**src/rtl/rom_loader_if.sv**
```systemverilog
// rtl/rom_loader_if.sv - download stream and ROM RAM bus bundle
interface rom_loader_if #(
    parameter int AW = 13
);
    logic          dl_valid;
    logic [7:0]    dl_data;
    logic          dl_ready;
    logic          mem_we;
    logic [AW-1:0] mem_addr;
    logic [7:0]    mem_wdata;
    logic [7:0]    mem_rdata;

    // Download source and ROM RAM side
    modport master (
        output dl_valid, dl_data, mem_rdata,
        input  dl_ready, mem_we, mem_addr, mem_wdata
    );

    // Loader side
    modport slave (
        input  dl_valid, dl_data, mem_rdata,
        output dl_ready, mem_we, mem_addr, mem_wdata
    );
endinterface

```
**src/rtl/rom_loader.sv**
```systemverilog
// rtl/rom_loader.sv - byte-serial ROM image writer with readback checksum verify
module rom_loader #(
    parameter int AW    = 13,
    parameter int DEPTH = 8192
) (
    input  logic              clk,
    input  logic              reset,
    input  logic              start,
    rom_loader_if.slave       bus,
    output logic              busy,
    output logic              done,
    output logic              error,
    output logic [15:0]       checksum,
    output logic              cpu_hold
);
    // One spare bit so the verify counter can reach DEPTH+1 even when DEPTH == 2^AW.
    localparam int CW = AW + 1;
    localparam logic [CW-1:0] LAST_W  = CW'(DEPTH - 1);
    localparam logic [CW-1:0] DEPTH_C = CW'(DEPTH);
    localparam logic [CW-1:0] FIRST_R = CW'(2);
    localparam logic [CW-1:0] LAST_R  = CW'(DEPTH + 1);

    typedef enum logic [2:0] {
        S_IDLE,
        S_LOAD,
        S_VERIFY,
        S_DONE,
        S_ERROR
    } state_t;

    state_t         state;
    state_t         state_nx;
    logic [CW-1:0]  wcnt;
    logic [CW-1:0]  vcnt;
    logic [15:0]    sum;
    logic [15:0]    rsum;
    logic [AW-1:0]  addr_q;
    logic           we_q;
    logic [7:0]     wdata_q;

    logic           xfer;
    logic           last_xfer;
    logic           rd_cap;
    logic           rd_last;
    logic           rd_match;
    logic [15:0]    sum_nx;

    assign bus.dl_ready  = (state == S_LOAD);
    assign bus.mem_we    = we_q;
    assign bus.mem_addr  = addr_q;
    assign bus.mem_wdata = wdata_q;

    // Address k goes out at verify count k, the RAM registers it one edge later,
    // and its data is summed on the edge after that: counts 2..DEPTH+1.
    assign xfer      = (state == S_LOAD) && bus.dl_valid;
    assign last_xfer = xfer && (wcnt == LAST_W);
    assign rd_cap    = (state == S_VERIFY) && (vcnt >= FIRST_R);
    assign rd_last   = (state == S_VERIFY) && (vcnt == LAST_R);
    assign rd_match  = ((rsum + {8'h00, bus.mem_rdata}) == checksum);
    assign sum_nx    = sum + {8'h00, bus.dl_data};

    // State register
    always_ff @(posedge clk) begin
        if (reset) begin
            state <= S_IDLE;
        end else begin
            state <= state_nx;
        end
    end

    // Next-state decode
    always_comb begin
        state_nx = state;
        unique case (state)
            S_IDLE, S_DONE, S_ERROR: begin
                if (start) state_nx = S_LOAD;
            end
            S_LOAD: begin
                if (last_xfer) state_nx = S_VERIFY;
            end
            S_VERIFY: begin
                if (rd_last) state_nx = rd_match ? S_DONE : S_ERROR;
            end
            default: state_nx = S_IDLE;
        endcase
    end

    // Registered outputs, counters and running sums
    always_ff @(posedge clk) begin
        if (reset) begin
            we_q     <= 1'b0;
            addr_q   <= '0;
            wdata_q  <= '0;
            busy     <= 1'b0;
            done     <= 1'b0;
            error    <= 1'b0;
            checksum <= '0;
            cpu_hold <= 1'b1;
            wcnt     <= '0;
            vcnt     <= '0;
            sum      <= '0;
            rsum     <= '0;
        end else begin
            we_q <= 1'b0;
            unique case (state)
                S_IDLE, S_DONE, S_ERROR: begin
                    if (start) begin
                        wcnt     <= '0;
                        sum      <= '0;
                        done     <= 1'b0;
                        error    <= 1'b0;
                        busy     <= 1'b1;
                        cpu_hold <= 1'b1;
                    end
                end
                S_LOAD: begin
                    if (xfer) begin
                        we_q    <= 1'b1;
                        addr_q  <= wcnt[AW-1:0];
                        wdata_q <= bus.dl_data;
                        sum     <= sum_nx;
                        wcnt    <= wcnt + 1'b1;
                    end
                    if (last_xfer) begin
                        checksum <= sum_nx;
                        vcnt     <= '0;
                        rsum     <= '0;
                    end
                end
                S_VERIFY: begin
                    vcnt <= vcnt + 1'b1;
                    if (vcnt < DEPTH_C) addr_q <= vcnt[AW-1:0];
                    if (rd_cap) rsum <= rsum + {8'h00, bus.mem_rdata};
                    if (rd_last) begin
                        busy <= 1'b0;
                        if (rd_match) begin
                            done     <= 1'b1;
                            cpu_hold <= 1'b0;
                        end else begin
                            error    <= 1'b1;
                        end
                    end
                end
                default: ;
            endcase
        end
    end
endmodule

```
**src/flat_wrapper.sv**
```systemverilog
// flat-port wrapper written by rule: the top's interface ports become plain ports
module rom_loader_flat 
#(
    parameter int AW    = 13,
    parameter int DEPTH = 8192
)
  (clk, reset, start, busy, done, error, checksum, cpu_hold, bus_dl_valid, bus_dl_data, bus_mem_rdata, bus_dl_ready, bus_mem_we, bus_mem_addr, bus_mem_wdata);
  rom_loader_if #(.AW(AW)) bus_i ();
  input  logic clk;
  input  logic reset;
  input  logic start;
  output logic busy;
  output logic done;
  output logic error;
  output logic [15:0] checksum;
  output logic cpu_hold;
  input wire logic [$bits(bus_i.dl_valid)-1:0] bus_dl_valid;
  input wire logic [$bits(bus_i.dl_data)-1:0] bus_dl_data;
  input wire logic [$bits(bus_i.mem_rdata)-1:0] bus_mem_rdata;
  output wire logic [$bits(bus_i.dl_ready)-1:0] bus_dl_ready;
  output wire logic [$bits(bus_i.mem_we)-1:0] bus_mem_we;
  output wire logic [$bits(bus_i.mem_addr)-1:0] bus_mem_addr;
  output wire logic [$bits(bus_i.mem_wdata)-1:0] bus_mem_wdata;
  assign bus_i.dl_valid = bus_dl_valid;
  assign bus_i.dl_data = bus_dl_data;
  assign bus_i.mem_rdata = bus_mem_rdata;
  assign bus_dl_ready = bus_i.dl_ready;
  assign bus_mem_we = bus_i.mem_we;
  assign bus_mem_addr = bus_i.mem_addr;
  assign bus_mem_wdata = bus_i.mem_wdata;
  rom_loader #(.AW(AW), .DEPTH(DEPTH)) u_core (.clk(clk), .reset(reset), .start(start), .bus(bus_i), .busy(busy), .done(done), .error(error), .checksum(checksum), .cpu_hold(cpu_hold));
endmodule
```
**config.mk**
```make
export PLATFORM = sky130hd
export DESIGN_NAME = rom_loader_flat
export DESIGN_NICKNAME = d
export VERILOG_FILES = /design/src/rtl/rom_loader_if.sv /design/src/rtl/rom_loader.sv /design/src/flat_wrapper.sv
export SDC_FILE = /design/constraint.sdc
export NUM_CORES = 1
export LEC_CHECK = 0
export ABC_AREA = 0
export BUFFER_PORTS_ARGS = -buffer_cell sky130_fd_sc_hd__buf_2
export CAP_MARGIN = 20
export CORE_MARGIN = 4
export CORE_UTILIZATION = 64
export DETAILED_ROUTE_END_ITERATION = 10
export PLACE_DENSITY = 0.86
export SYNTH_ARGS = -nofsm -noshare
export SYNTH_HDL_FRONTEND = slang
export SYNTH_SLANG_ARGS = --single-unit
```
**constraint.sdc**
```tcl
create_clock -name clk -period 6.5 [get_ports clk]
set_input_delay 0.975 -clock clk [delete_from_list [all_inputs] [get_ports clk]]
set_output_delay 0.975 -clock clk [all_outputs]
set_load 0.02 [all_outputs]
```
### Word-level counts from Yosys, hierarchy flattened

Index checks and enable logic that the tools add are counted.

* output and inout bits: 43
* word-level logic and storage cells: 88
* memories: 0
* memory bits (read-only): 0
* input port bits: 20
* latch bits: 0
* register bits after elaboration: 105
* RAM bits: 0

* equal/unequal tests: 15
* $add $sub $neg: 4
* muxes and demuxes: 33
* reductions and logical operators: 20
* $lt $le $gt $ge: 2
* div/mod/pow operators: 0
* bitwise gates (word level): 1
* shifts and indexed selects: 0
* multiply operators: 0

Operators with widths (number)
* 16-bit 2-to-1 mux: 4
* 16-bit one-hot mux with 2 select lines: 2
* 14-bit one-hot mux with 2 select lines: 2
* 14-bit 2-to-1 mux: 3
* 16-bit by 8-bit adder with 16-bit output: 2
* 14-bit by 1-bit adder with 14-bit output, second input constant: 2
* 13-bit 2-to-1 mux: 2
* 13-bit one-hot mux with 2 select lines: 1
* 16-bit == test: 1
* 3-bit AND reduction: 5
* 14-bit by 13-bit == test with 1-bit output, second input constant: 1
* 14-bit == test, second input constant: 1
* 14-bit by 2-bit greater-or-equal comparator with 1-bit output, second input constant: 1
* 14-bit < comparator, second input constant: 1
* 3-bit 2-to-1 mux: 4
* 1-bit 2-to-1 mux: 10
* 2-bit by 1-bit inequality test with 1-bit output, second input constant: 5
* 3-bit one-hot mux with 3 select lines: 1
* 1-bit one-hot mux with 2 select lines: 4
* 4-bit AND reduction: 2
* 3-bit by 2-bit == test with 1-bit output, second input constant: 2
* 2-bit inequality test, second input constant: 3
* 2-bit AND reduction: 3
* 2-bit nonzero test: 3
* 7 further kinds: 10

### Logic depth before layout (Yosys ltp)

* depth in word-level cells: 5
* gate-level depth with buffers: 11

### Worst setup path before layout

OpenSTA, ideal clock, no wires.

* path kind: input to register
* start: input bus_mem_rdata[0]
* end: register u_core.error
* library setup time: 0.115 ns
* data required time: 6.385 ns
* arrival: 3.152 ns
* stages: 11
* setup slack: 3.233 ns
* cell sequence: ha_1 > inv_1 > fa_1 > nor2b_1 > o221ai_1 > a211o_1 > nor3_1 > a21oi_1 > o31ai_1 > a31oi_1 > a31o_1

* longest elaborated chain between the ends: 4

RTL lines
* from (decl): RTL line flat_wrapper.sv:19 `input wire logic [$bits(bus_i.mem_rdata)-1:0] bus_mem_rdata;`
* 16-bit by 8-bit adder with 16-bit output: RTL line rom_loader.sv:59 `assign rd_match = ((rsum + {8'h00, bus.mem_rdata}) == checksum);`
* 16-bit == test: RTL line rom_loader.sv:59
* 2-bit inequality test (no source line)
* 4-bit AND reduction (no source line)
* to (signal assigned): RTL line rom_loader.sv:96 `error <= 1'b0;`
* to (signal assigned): RTL line rom_loader.sv:111 `error <= 1'b0;`
* to (signal assigned): RTL line rom_loader.sv:140 `error <= 1'b1;`
* to (decl): RTL line rom_loader.sv:12 `output logic error,`

Every way passes these cells.
A chain may end at the register's enable or synchronous reset.

### Worst setup path after layout

Same ends and word-level chain as after synthesis.

==> implementation parameters <==
Parameter                              Value

Status
  Result of the run ... completed

Clock network
  Number of clock buffers inserted by TritonCTS ... 9
  Root buffer cell ... clkbuf_8
  Clock Pin Slew Worst Setup and Hold Paths ... 110 ps
  CTS tree ... built
  Hold-fix buffers at CTS ... 0
  Longest Clk Path Bufs ... 2
  Post-cts resize count ... 0
  Worst skew pair latency ... 370 ps
  Sinks on Clock Net ... 105
  H-Tree Depth ... 3
  Post-CTS Setup Repair Bufs ... 0

Pwr
  Leakage power ... 2.42 nW
  Part of the total power dissipated in sequential elements ... 0.468
  Switching power total ... 0.000581 W
  Worst VDD drop ... 0.211 mV
  Int Pwr ... 0.000997 W
  Total power ... 0.00158 W
  Pwr dens ... 254 nW/um^2
  Combinational share of power ... 0.275
  Clk pwr share ... 0.258
  Switching share of total power ... 0.368

Critical path
  Endpoint arrival time on the critical path ... 3740 ps
  Number of cells on the critical path ... 12
  CP Buf/Inv Count ... 2
  Slowest cell delay on critical path ... 510 ps
  Largest fanout of any net on the critical path ... 4
  Setup CP Type ... in -> reg
  Cell family with most CP delay ... compound AO/OA/AOI/OAI gates
  Slowest CP cell ... a2111oi_0
  Cells along the critical path ... buf_2, ha_1, inv_1, fa_1, xor2_1, xnor2_1, a31o_2, a2111oi_0, nand4_1, nor3_1, a31oi_1, a31o_1
  R2r worst-path depth ... 8
  Endpoint type of the worst setup path ... flop
  Kind of start point of the critical path ... input pin
  Data required time at the worst endpoint ... 6780 ps

Yosys
  Largest cells by area after synthesis ... dfxtp_1 37%, nor2_1 6.9%, nand2_1 6.3%
  Post-synthesis sequential element count ... 105
  Dominant cell type by area after synthesis ... dfxtp_1
  Cells after Synth ... 721
  Synth Flop Type ... dfxtp_1
  Number of distinct library cells after synthesis ... 74
  Post-synthesis instance area ... 5690 um^2
  Area share of the largest cell type after synthesis ... 0.369
  Average cell area after synthesis ... 7.90 um^2
  Number of flops mapped to enable cells by yosys ... 0
  Seq/Total Area, Yosys ... 0.369
  Yosys warning total ... 0
  Async set or reset register ratio after synthesis ... 0
  Synth Net Count ... 762
  Top cells by count, synth ... 105 x dfxtp_1, 105 x nor2_1, 95 x nand2_1

Timing
  Slew at the pin closest to its max-slew limit ... 969 ps
  Final setup violation count ... 0
  Final critical-path share of the clock period ... 0.532
  Setup Skew ... 17.2 ps
  Final setup TNS ... 0 ps
  Final critical delay including setup and external delays ... 3460 ps
  Relative slew slack ... 0.354
  Setup repair after global routing missed its margin ... false
  Achievable Freq ... 289 MHz
  Pins Over Slew Limit ... 0
  Number of hold violations in the final report ... 0

Floorplanning
  Area of the core region ... 8680 um^2
  Num ports ... 63
  Overall die height ... 102 um
  DIE AREA ... 10500 um^2
  Effective utilization at floorplan ... 0.656
  Overall die width ... 102 um
  Number of standard-cell rows in the floorplan ... 34

Global route
  Overall overflow remaining after global route ... 0
  Pin count of the biggest net entering global routing ... 92
  Via count of the first global-routing pass ... 4926
  Overall track demand over capacity in global routing ... 0.273
  Initial antenna violation count ... 0
  Wire length of the first global-routing pass ... 23.1 mm

Drt
  DR iter-0 viols ... 375
  Detailed-route DRC error count ... 0
  Antenna violation net count after detailed routing ... 0
  Vias per Instance ... 6.14
  Routed length per instance ... 16.1 um
  Final wirelength ... 14.0 mm
  Router iterations before antenna repair ... 6
  Via count of the routed design ... 5347

Placed design
  Routability congestion estimate ... 0.871
  DPL Wire Length ... 9.89 mm
  Number of port buffers ... 62

Min path
  Worst Hold Path Cells ... 2
  Class of the most critical hold timing path ... reg -> reg

Finish
  Net count of the finished layout ... 799
  Fill cell instance count of the final layout ... 689
  Proportion of layout cells with a drive suffix above 1 ... 0.132
  Utilization after layout ... 0.717
  N_diodes ... 0
  Synthesis-to-layout area growth ... 9.23%

Run
  Count of max-cap constraint violations ... 0
worst paths after layout:
| kind | slack (ps) | startpoint | endpoint |
|---|---|---|---|
| worst max-delay path | 3040 | bus_mem_rdata[0] | u_core.error |
| worst min-delay path | 470 | u_core.bus.mem_wdata[0] | u_core.bus.mem_wdata[0] |
| worst max register to register | 3100 | u_core.state[0] | u_core.state[0] |
| worst min register to register | 470 | u_core.bus.mem_wdata[0] | u_core.bus.mem_wdata[0] |
cell type report:
type,instances,area (um^2),share of cell area
timing repair buffer,68,355,0.0571
sequential,105,2100,0.338
inverter,14,52.6,0.00845
clock inverter,6,60.1,0.00966
multi-input combinational,560,3380,0.543
tap,108,135,0.0217
clock buffer,10,138,0.0221
power groups by stage:
stage	sequential, W	combinational, W	clock, W
floorplan	0.000787	0.000274	0
global placement	0.000748	0.000418	0
detailed placement	0.000752	0.000431	0
CTS	0.000738	0.000432	0.000416
global route	0.000745	0.000479	0.000439
finish	0.000738	0.000433	0.000407
state kept, by name, indices dropped and copies added, names as in the netlist, 3 cells and up:
signal	flops
u_core.wcnt	14
u_core.checksum	16
u_core.vcnt	14
u_core.rsum	16
u_core.bus.mem_addr	13
u_core.bus.mem_wdata	8
u_core.state	3
u_core.sum	16
worst min-delay path, cell delays in order, from the launching register on:
cell,delay (ps)
dfxtp_1,320
nand2_1,50
a21oi_1,60
per-stage QoR:
step | cell area, um^2 | std cells | worst slack, ps | hold slack [ps]
floorplan | 5690 | 721 | 3230 | 452
global placement | 6010 | 854 | 2830 | 438
detailed placement | 6010 | 854 | 2740 | 447
CTS | 6210 | 870 | 3120 | 462
global route | 6220 | 871 | 2840 | 497
finish | 6220 | 871 | 3040 | 465
cell families (layout without fill, tap and decap cells):
group	count (synthesis)	after routing	synth area share
and+or+nand+nor	311	311	0.256
adders and majority gates	21	21	0.0488
muxes	1	1	0.00176
DFF	105	105	0.369
buffers and inverters	56	98	0.0402
xor gates and xnor gates	48	48	0.0776
AOI/OAI and AO/OA	179	179	0.206
layout by cell type, fill, tap and decap left out, types with 19 or more instances in the layout:
cell,netlist,routed
nor2_1,105,105
xnor2_1,29,29
nand2_1,95,95
buf_2,6,62
dfxtp_1,105,105
a21oi_1,64,64
nand3_1,24,24
ha_1,19,19
o21ai_0,23,23
per-layer routing:
layer | track usage | vias up | share of wire
li1 | - | 2636 | -
met2 | 0.450 | 175 | 0.48
met3 | 0.0485 | 11 | 0.062
met1 | 0.377 | 2525 | 0.45
met5 | 0 | - | 0
met4 | 0.0585 | 0 | 0.0076
No activity file was read; power rests on OpenSTA's default activity.
